--- src/rtl/cpu_pkg.sv ---
// Shared encodings for the MIPS-subset pipeline: opcodes, functs, ALU ops and
// the decoded control bundle carried down the pipe.
package cpu_pkg;

  localparam logic [5:0] OP_RTYPE = 6'h00;
  localparam logic [5:0] OP_BEQ   = 6'h04;
  localparam logic [5:0] OP_ADDI  = 6'h08;
  localparam logic [5:0] OP_ANDI  = 6'h0C;
  localparam logic [5:0] OP_ORI   = 6'h0D;
  localparam logic [5:0] OP_LUI   = 6'h0F;
  localparam logic [5:0] OP_LW    = 6'h23;
  localparam logic [5:0] OP_SW    = 6'h2B;

  localparam logic [5:0] FN_ADD = 6'h20;
  localparam logic [5:0] FN_SUB = 6'h22;
  localparam logic [5:0] FN_AND = 6'h24;
  localparam logic [5:0] FN_OR  = 6'h25;
  localparam logic [5:0] FN_SLT = 6'h2A;

  typedef enum logic [3:0] {
    ALU_ADD = 4'd0,
    ALU_SUB = 4'd1,
    ALU_AND = 4'd2,
    ALU_OR  = 4'd3,
    ALU_SLT = 4'd4,
    ALU_LUI = 4'd5
  } alu_op_e;

  typedef struct packed {
    alu_op_e alu_op;
    logic    alu_src_imm;
    logic    reg_we;
    logic    mem_rd;
    logic    mem_wr;
    logic    branch;
    logic    illegal;
  } ctrl_t;

endpackage

--- src/rtl/id_decoder.sv ---
// Purely combinational instruction decoder: instruction word to control
// bundle, destination register, extended immediate and rt-usage flag.
module id_decoder
  import cpu_pkg::*;
#(
  parameter logic [31:0] NOP_INSN = 32'h0000_0000
) (
  input  logic [31:0] insn_i,
  output ctrl_t       ctrl_o,
  output logic [4:0]  dest_o,
  output logic [31:0] imm_o,
  output logic        uses_rt_o
);

  logic [5:0]  op, funct;
  logic [15:0] imm16;

  assign op    = insn_i[31:26];
  assign funct = insn_i[5:0];
  assign imm16 = insn_i[15:0];

  always_comb begin
    ctrl_o    = '0;
    dest_o    = insn_i[20:16];
    imm_o     = {{16{imm16[15]}}, imm16};
    uses_rt_o = 1'b0;
    case (op)
      OP_RTYPE: begin
        dest_o        = insn_i[15:11];
        uses_rt_o     = 1'b1;
        ctrl_o.reg_we = 1'b1;
        case (funct)
          FN_ADD:  ctrl_o.alu_op = ALU_ADD;
          FN_SUB:  ctrl_o.alu_op = ALU_SUB;
          FN_AND:  ctrl_o.alu_op = ALU_AND;
          FN_OR:   ctrl_o.alu_op = ALU_OR;
          FN_SLT:  ctrl_o.alu_op = ALU_SLT;
          default: ctrl_o.illegal = 1'b1;
        endcase
      end
      OP_ADDI: begin
        ctrl_o.alu_op = ALU_ADD; ctrl_o.alu_src_imm = 1'b1; ctrl_o.reg_we = 1'b1;
      end
      OP_ANDI: begin
        imm_o         = {16'h0, imm16};
        ctrl_o.alu_op = ALU_AND; ctrl_o.alu_src_imm = 1'b1; ctrl_o.reg_we = 1'b1;
      end
      OP_ORI: begin
        imm_o         = {16'h0, imm16};
        ctrl_o.alu_op = ALU_OR; ctrl_o.alu_src_imm = 1'b1; ctrl_o.reg_we = 1'b1;
      end
      OP_LUI: begin
        imm_o         = {imm16, 16'h0};
        ctrl_o.alu_op = ALU_LUI; ctrl_o.alu_src_imm = 1'b1; ctrl_o.reg_we = 1'b1;
      end
      OP_LW: begin
        ctrl_o.alu_op = ALU_ADD; ctrl_o.alu_src_imm = 1'b1;
        ctrl_o.reg_we = 1'b1;    ctrl_o.mem_rd      = 1'b1;
      end
      OP_SW: begin
        uses_rt_o     = 1'b1;
        ctrl_o.alu_op = ALU_ADD; ctrl_o.alu_src_imm = 1'b1; ctrl_o.mem_wr = 1'b1;
      end
      OP_BEQ: begin
        uses_rt_o     = 1'b1;
        ctrl_o.alu_op = ALU_SUB; ctrl_o.branch = 1'b1;
      end
      default: ctrl_o.illegal = 1'b1;
    endcase

    // An illegal instruction must not produce any architectural side effect.
    if (ctrl_o.illegal) begin
      ctrl_o         = '0;
      ctrl_o.illegal = 1'b1;
    end
    if (dest_o == 5'd0) ctrl_o.reg_we = 1'b0;

    // The bubble encoding overlaps an R-type with funct 0; treat it as a no-op.
    if (insn_i == NOP_INSN) begin
      ctrl_o    = '0;
      dest_o    = 5'd0;
      imm_o     = '0;
      uses_rt_o = 1'b0;
    end
  end

endmodule

--- src/rtl/id_stage.sv ---
// Decode stage: register-file addressing, writeback bypass, load-use hazard
// detection and the ID/EX pipeline register with valid/ready on both sides.
module id_stage
  import cpu_pkg::*;
#(
  parameter int          XLEN     = 32,
  parameter logic [31:0] NOP_INSN = 32'h0000_0000
) (
  input  logic            clk,
  input  logic            rst,
  input  logic            in_valid,
  output logic            in_ready,
  input  logic [31:0]     in_insn,
  input  logic [XLEN-1:0] in_pc,
  input  logic            flush,
  output logic [4:0]      rf_rd0_addr,
  output logic [4:0]      rf_rd1_addr,
  input  logic [XLEN-1:0] rf_rd0_data,
  input  logic [XLEN-1:0] rf_rd1_data,
  input  logic            wb_wr_en,
  input  logic [4:0]      wb_wr_addr,
  input  logic [XLEN-1:0] wb_wr_data,
  output logic            out_valid,
  input  logic            out_ready,
  output logic [XLEN-1:0] out_pc,
  output logic [XLEN-1:0] out_rs_val,
  output logic [XLEN-1:0] out_rt_val,
  output logic [31:0]     out_imm,
  output logic [4:0]      out_dest,
  output logic [3:0]      out_alu_op,
  output logic            out_alu_src_imm,
  output logic            out_reg_we,
  output logic            out_mem_rd,
  output logic            out_mem_wr,
  output logic            out_branch,
  output logic            out_illegal
);

  logic [4:0]      rs, rt;
  ctrl_t           ctrl_d, ctrl_q;
  logic [4:0]      dest_d, dest_q;
  logic [31:0]     imm_d, imm_q;
  logic            uses_rt;
  logic [XLEN-1:0] rs_val_d, rt_val_d, rs_val_q, rt_val_q, pc_q;
  logic            valid_q;
  logic            hazard, advance, load;

  assign rs          = in_insn[25:21];
  assign rt          = in_insn[20:16];
  assign rf_rd0_addr = rs;
  assign rf_rd1_addr = rt;

  id_decoder #(.NOP_INSN(NOP_INSN)) u_dec (
    .insn_i    (in_insn),
    .ctrl_o    (ctrl_d),
    .dest_o    (dest_d),
    .imm_o     (imm_d),
    .uses_rt_o (uses_rt)
  );

  // The register file writes at the same edge we sample, so forward WB data.
  always_comb begin
    rs_val_d = rf_rd0_data;
    rt_val_d = rf_rd1_data;
    if (wb_wr_en && wb_wr_addr == rs) rs_val_d = wb_wr_data;
    if (wb_wr_en && wb_wr_addr == rt) rt_val_d = wb_wr_data;
    if (rs == 5'd0) rs_val_d = '0;
    if (rt == 5'd0) rt_val_d = '0;
  end

  assign hazard = valid_q && ctrl_q.mem_rd && dest_q != 5'd0 &&
                  (dest_q == rs || (uses_rt && dest_q == rt));
  assign advance  = !valid_q || out_ready;
  assign in_ready = advance && !hazard && !flush;
  assign load     = in_valid && in_ready;

  always_ff @(posedge clk or posedge rst) begin
    if (rst) begin
      valid_q  <= 1'b0;
      pc_q     <= '0;
      rs_val_q <= '0;
      rt_val_q <= '0;
      imm_q    <= '0;
      dest_q   <= '0;
      ctrl_q   <= '0;
    end else if (advance || flush) begin
      valid_q  <= load;
      pc_q     <= load ? in_pc    : '0;
      rs_val_q <= load ? rs_val_d : '0;
      rt_val_q <= load ? rt_val_d : '0;
      imm_q    <= load ? imm_d    : '0;
      dest_q   <= load ? dest_d   : '0;
      ctrl_q   <= load ? ctrl_d   : '0;
    end
  end

  assign out_valid       = valid_q;
  assign out_pc          = pc_q;
  assign out_rs_val      = rs_val_q;
  assign out_rt_val      = rt_val_q;
  assign out_imm         = imm_q;
  assign out_dest        = dest_q;
  assign out_alu_op      = ctrl_q.alu_op;
  assign out_alu_src_imm = ctrl_q.alu_src_imm;
  assign out_reg_we      = ctrl_q.reg_we;
  assign out_mem_rd      = ctrl_q.mem_rd;
  assign out_mem_wr      = ctrl_q.mem_wr;
  assign out_branch      = ctrl_q.branch;
  assign out_illegal     = ctrl_q.illegal;

endmodule
--- config.mk ---
export PLATFORM = sky130hd
export DESIGN_NAME = id_stage
export DESIGN_NICKNAME = d
export VERILOG_FILES = /design/src/rtl/cpu_pkg.sv /design/src/rtl/id_decoder.sv /design/src/rtl/id_stage.sv
export SDC_FILE = /design/constraint.sdc
export NUM_CORES = 1
export LEC_CHECK = 0
export ABC_AREA = 0
export ABC_CLOCK_PERIOD_IN_PS = 6200
export CAP_MARGIN = 20
export CORE_MARGIN = 1
export CORE_UTILIZATION = 41
export CTS_CLUSTER_DIAMETER = 200
export DETAILED_ROUTE_END_ITERATION = 6
export PLACE_DENSITY = 0.87
export SYNTH_ARGS = -nofsm -noshare
export SYNTH_HDL_FRONTEND = slang
export SYNTH_SLANG_ARGS = --single-unit
--- constraint.sdc ---
create_clock -name clk -period 6.2 [get_ports clk]
set_input_delay 1.55 -clock clk [delete_from_list [all_inputs] [get_ports clk]]
set_output_delay 1.55 -clock clk [all_outputs]
set_load 0.01 [all_outputs]
After elaboration in Yosys (flattened, before gate mapping)
Index checks and enable logic that the tools add are counted.
{ "classes": {"n_reduce_logical": 27, "muxes": 28, "eq_ne": 16} }
{ "ops": {"columns": ["op", "count"], "rows": [
  ["$mux 32", 9],
  ["$pmux 32 s2", 1],
  ["$eq 6x6->1 const B", 7],
  ["$logic_not 32->1", 1],
  ["$eq 6x4->1 const B", 4],
  ["$eq 5x5->1", 4],
  ["$mux 9", 2],
  ["$logic_not 5->1", 3],
  ["$mux 5", 3],
  ["$pmux 3 s5", 1],
  ["$pmux 3 s4", 1],
  ["$reduce_or 6->1", 2],
  ["$mux 10", 1],
  ["$logic_and 1x1->1", 9],
  ["$mux 1", 9],
  ["$reduce_or 7->1", 1],
  ["$eq 6x3->1 const B", 1],
  ["$logic_not 6->1", 1],
  ["$reduce_bool 5->1", 1],
  ["$reduce_or 5->1", 1],
  ["$logic_not 1->1", 3],
  ["$logic_or 1x1->1", 3],
  ["$reduce_or 3->1", 1],
  ["$pmux 1 s2", 1],
  ["$reduce_or 2->1", 1]
]} }
{ "word_totals": {"ff_bits": 144, "inputBits": 171, "output_inout_bits": 155, "wordCells": 84} }

Longest topological paths before layout
{ "logic_depth": {"word_depth": 12, "ltp_mapped": 9} }

Cells and area by module
From an unflattened synthesis, not the netlist that was laid out.
{ "unflattened": {"hier_cells": 636, "area_unflattened_um2": 7257.0} }
{ "by_module_without_submodules": {"columns": ["module", "area_per_inst_um2", "instances", "cells_each"], "rows": [
  ["id_stage", 6542.5, 1, 514],
  ["id_decoder", 714.4, 1, 122]
]} }

Least setup slack after synthesis
No wires, ideal clock.
{ "synth_path": {"kind": "input to output", "startpoint": "in in_insn[27]", "endpoint": "out in_ready", "setup_slack_ps": 2030, "stages": 5, "required_ps": 4650, "t_arrival_ps": 2620, "path_cell_list": "buf_6 > or4_4 > o21ai_2 > nand4_2 > and4b_1"} }
{ "synth_between": {"elab_chain_cells": 10, "elab_cells_between_ends": 13} }
{ "synth_lines": {"columns": ["item", "line_no", "text"], "rows": [
  ["from (decl)", "id_stage.sv:13", "input logic [31:0] in_insn,"],
  ["$eq 6x6->1, or another cell as far along", "id_decoder.sv:27", "case (op)"],
  ["$reduce_or 3->1 (no line)", null, null],
  ["$mux 1", "id_decoder.sv:27", null],
  ["$mux 1 *", "id_decoder.sv:79", "if (insn_i == NOP_INSN) begin"],
  ["$logic_and 1x1->1 *", "id_stage.sv:72", "(dest_q == rs || (uses_rt && dest_q == rt));"],
  ["$logic_or 1x1->1 *", "id_stage.sv:72", null],
  ["$logic_and 1x1->1 *", "id_stage.sv:71", "assign hazard = valid_q && ctrl_q.mem_rd && dest_q != 5'd0 &&"],
  ["$logic_not 1->1 *", "id_stage.sv:74", "assign in_ready = advance && !hazard && !flush;"],
  ["$logic_and 1x1->1 * (2 in series)", "id_stage.sv:74", null],
  ["to (decl)", "id_stage.sv:12", "output logic in_ready,"]
]} }
Mark *: on every way between the ends. The rest lies on a longest branch, timed or not.

Final worst setup path
{ "layout_path": {"startpoint": "in in_insn[26]", "endpoint": "out in_ready"} }
Same word-level chain as after synthesis.

==> results.md <==
* Status: complete, no violations
* DRC errors left at 0
* CTS hold repair buffers at 0
* H-tree depth at 4
* Most frequent cells after synthesis: 143 x dfrtp_1, 68 x nand2_1, 68 x o21ai_0
* I/O Buffers at 324
* Syn Area/Cell at 11.3 µm²
* CTS tree: built
* Area share of the largest cell type after synthesis at 53.8%
* Reg2Reg Depth at 6
* Post-synthesis cell area at 6660 µm²
* Yosys Warn Count at 0
* First-pass GRT wire length at 33.2 mm
* Clock Latency Late Sink at 0.42 ns
* Crit-path slowest cell: or4_4
* CORE AREA at 15900 µm²
* Worst hold endpoint: out_rt_val[20]
* Max Slew Vio Count at 0
* Initial core utilization at 41.9%
* Crit share post-route at 84.4%
* Cell mode on critical path: clkdlybuf4s50_1
* Max_slew headroom at 26.6%
* Worst setup margin at 0.964 ns
* Hold Crit Start: out_rt_val[20]
* FMAX at 191 MHz
* Critical path launch point type: primary input
* Worst Tran Pin Value at 1.10 ns
* Initial antenna violation count at 0
* GR Overflow Total at 0
* Post-synth EDFFs at 0
* Routed WL at 22.5 mm
* Setup total negative slack at 0 ns
* Post-CTS Setup Bufs at 0
* Root Buffer: clkbuf_16
* Hold path depth at 2
* # IOs at 326
* FF+latch count, synth at 143
* Final nets at 1055
* Share of cells above drive strength 1 at 7.69%
* Vias in the first global route at 5953
* Antenna cell count at 0
* DRT iter0 DRCs at 297
* Top FF cell, synth: dfrtp_1
* Max-Cap Viols at 0
* Clk slew on worst S/H paths at 0.06 ns
* Die area at 16700 µm²
* GRT Total Usage at 26.6%
* Syn_nets at 762
* Top cell family by delay on the critical path: buffers and inverters
* Width of the die at 129 µm
* Critical path buffers and inverters at 3
* Antenna viol nets, final at 0
* Area growth syn-to-layout at 59.2%
* Dominant cell by count in the synthesized netlist: dfrtp_1
* Vias at 6107
* Leakage at 4.30 nW
* Worst slack at placement at 0.961 ns
* Final setup viols at 0
* Hold Path Class: reg -> reg
* Fin. Hold Viols at 0
* Cells along the critical path: clkdlybuf4s50_1 -> buf_4 -> or4_4 -> o21ai_2 -> nand4_2 -> and4b_1 -> clkdlybuf4s50_1
* Critical Path AT at 3.69 ns
* Area after DPL at 9960 µm²
* Area leader, netlist: dfrtp_1
* Mean routed wirelength per cell at 20.3 µm
* Tmin final at 5.24 ns
* Die Y at 129 µm
* Largest cells by area after synthesis: dfrtp_1 54%, mux2i_1 9.8%, a22o_1 5.5%, a32o_1 5.4%, o21ai_0 5.1%
* GPL Wtd Cong at 0.839
* Worst endpoint required time at 4.65 ns
* Unique cell type count in the Yosys netlist at 47
* Row count at 46
* Unrepaired setup endpoints after global routing: no
* Max VDD drop at 0.000181 V
* Critical path class: in -> out
* Seq/Total Area, Yosys at 53.8%
* Post-DP HPWL at 16.1 mm
* Pre-antenna DRT Iters at 5
* CTS buffer count at 17
* FF-to-FF Start: out_dest[0]
* Largest net degree at the start of global routing at 144
* Syn Inst Count at 591
* Layout Skew at 0.00986 ns
* Worst r2r dst: out_branch
* Crit Path Max Fanout at 25
* Clock buffer depth at 2
* CTS Sinks at 143
* Vias/cell at 5.49
* Biggest cell delay along the critical path at 0.57 ns
* # resized after CTS at 0
* Synth async-reset ratio at 100%
* Cell Pwr Density at 235 nW/µm²
* Critical path endpoint category: primary output
* Reg2Reg Setup Slack at 3.28 ns
* Final Cell Area at 10600 µm²
==> cell families after synthesis <==
| kind of cell | Yosys count | synth area share [%] |
|---|---|---|
| xor+xnor | 20 | 2.63 |
| mux | 70 | 10.6 |
| simple gates | 121 | 8.67 |
| compound gates | 173 | 19.5 |
| other cells | 1 | 0.0563 |
| flops | 143 | 53.8 |
| buf+inv | 63 | 4.79 |
==> per-stage QoR <==
step / cells / hold slack (ns) / util (%) / power, mW
global route: 1113 / 0.495 / 66.7 / 2.58
finish: 1113 / 0.478 / 66.7 / 2.49
global placement: 1080 / 0.460 / 62.7 / 1.41
floorplan: 591 / 0.516 / - / 1.16
detailed placement: 1080 / 0.470 / 62.7 / 1.42
CTS: 1112 / 0.482 / 66.7 / 2.50
==> worst reg2reg max path: cells and delay by family (launching register included) <==
family / cells / cell delay (ns)
AOI/OAI and AO/OA: 2 / 0.61
buffers and inverters: 1 / 0.52
and+or+nand+nor: 3 / 1.27
DFF: 1 / 0.47
==> routing by layer <==
| layer | track usage [%] | routed length [µm] | vias to the layer above | share of wire, % |
|---|---|---|---|---|
| li1 | - | - | 2774 | - |
| met1 | 31.8 | 8770 | 2994 | 39 |
| met2 | 43.9 | 11000 | 294 | 49 |
| met3 | 8.63 | 1990 | 45 | 8.8 |
| met4 | 11.9 | 769 | 0 | 3.4 |
| met5 | 0 | 0 | - | 0 |
==> cell type report <==
| type | instances | area [µm²] |
|---|---|---|
| Fill cell | 1253 | 5290 |
| Sequential cell | 143 | 3580 |
| Timing Repair Buffer | 333 | 3320 |
| Multi-Input combinational cell | 385 | 2780 |
| Clock buffer | 19 | 443 |
| Tap cell | 216 | 270 |
| Clock inverter | 13 | 186 |
| Inverter | 4 | 20.0 |
==> where the power goes <==
group	leakage [nW]	switching, mW	internal (mW)
registers	1.93	0.0265	0.976
clock network	0.308	0.402	0.686
logic	2.06	0.172	0.227
==> cell usage in the layout (no fill, tap or decap), drive strengths merged, types with 4 or more instances in the layout <==
cell type,n
mux2i,65
a32o,36
or4,4
clkinv,6
nand4,4
clkdlybuf4s50,324
nand3,5
clkbuf,19
bufinv,4
inv,6
a22o,42
nand2,68
mux2,5
o21ai,69
nand3b,4
a31o,14
buf,9
nor2,14
nor4,5
dfrtp,143
xnor2,4
xor2,16
==> how the worst max path moves through the flow <==
stage	start	endpoint	slack [ns]	depth (start not counted)
floorplan	rst	out_alu_op[0]	0.81	1
global placement	in_insn[26]	in_ready	0.98	7
detailed placement	in_insn[26]	in_ready	0.96	7
CTS	in_insn[26]	in_ready	0.96	7
global route	in_insn[26]	in_ready	0.90	7
finish	in_insn[26]	in_ready	0.96	7
==> sequential cells by signal (all words and copies together) (netlist names) <==
| name | cells |
|---|---|
| out_rt_val | 32 |
| out_reg_we | 1 |
| out_dest | 5 |
| out_mem_wr | 1 |
| out_illegal | 1 |
| out_mem_rd | 1 |
| out_rs_val | 32 |
| out_pc | 32 |
| out_branch | 1 |
| out_alu_src_imm | 1 |
| out_imm | 32 |
| out_alu_op | 3 |
| out_valid | 1 |
Power figures use the tool's default switching activity.
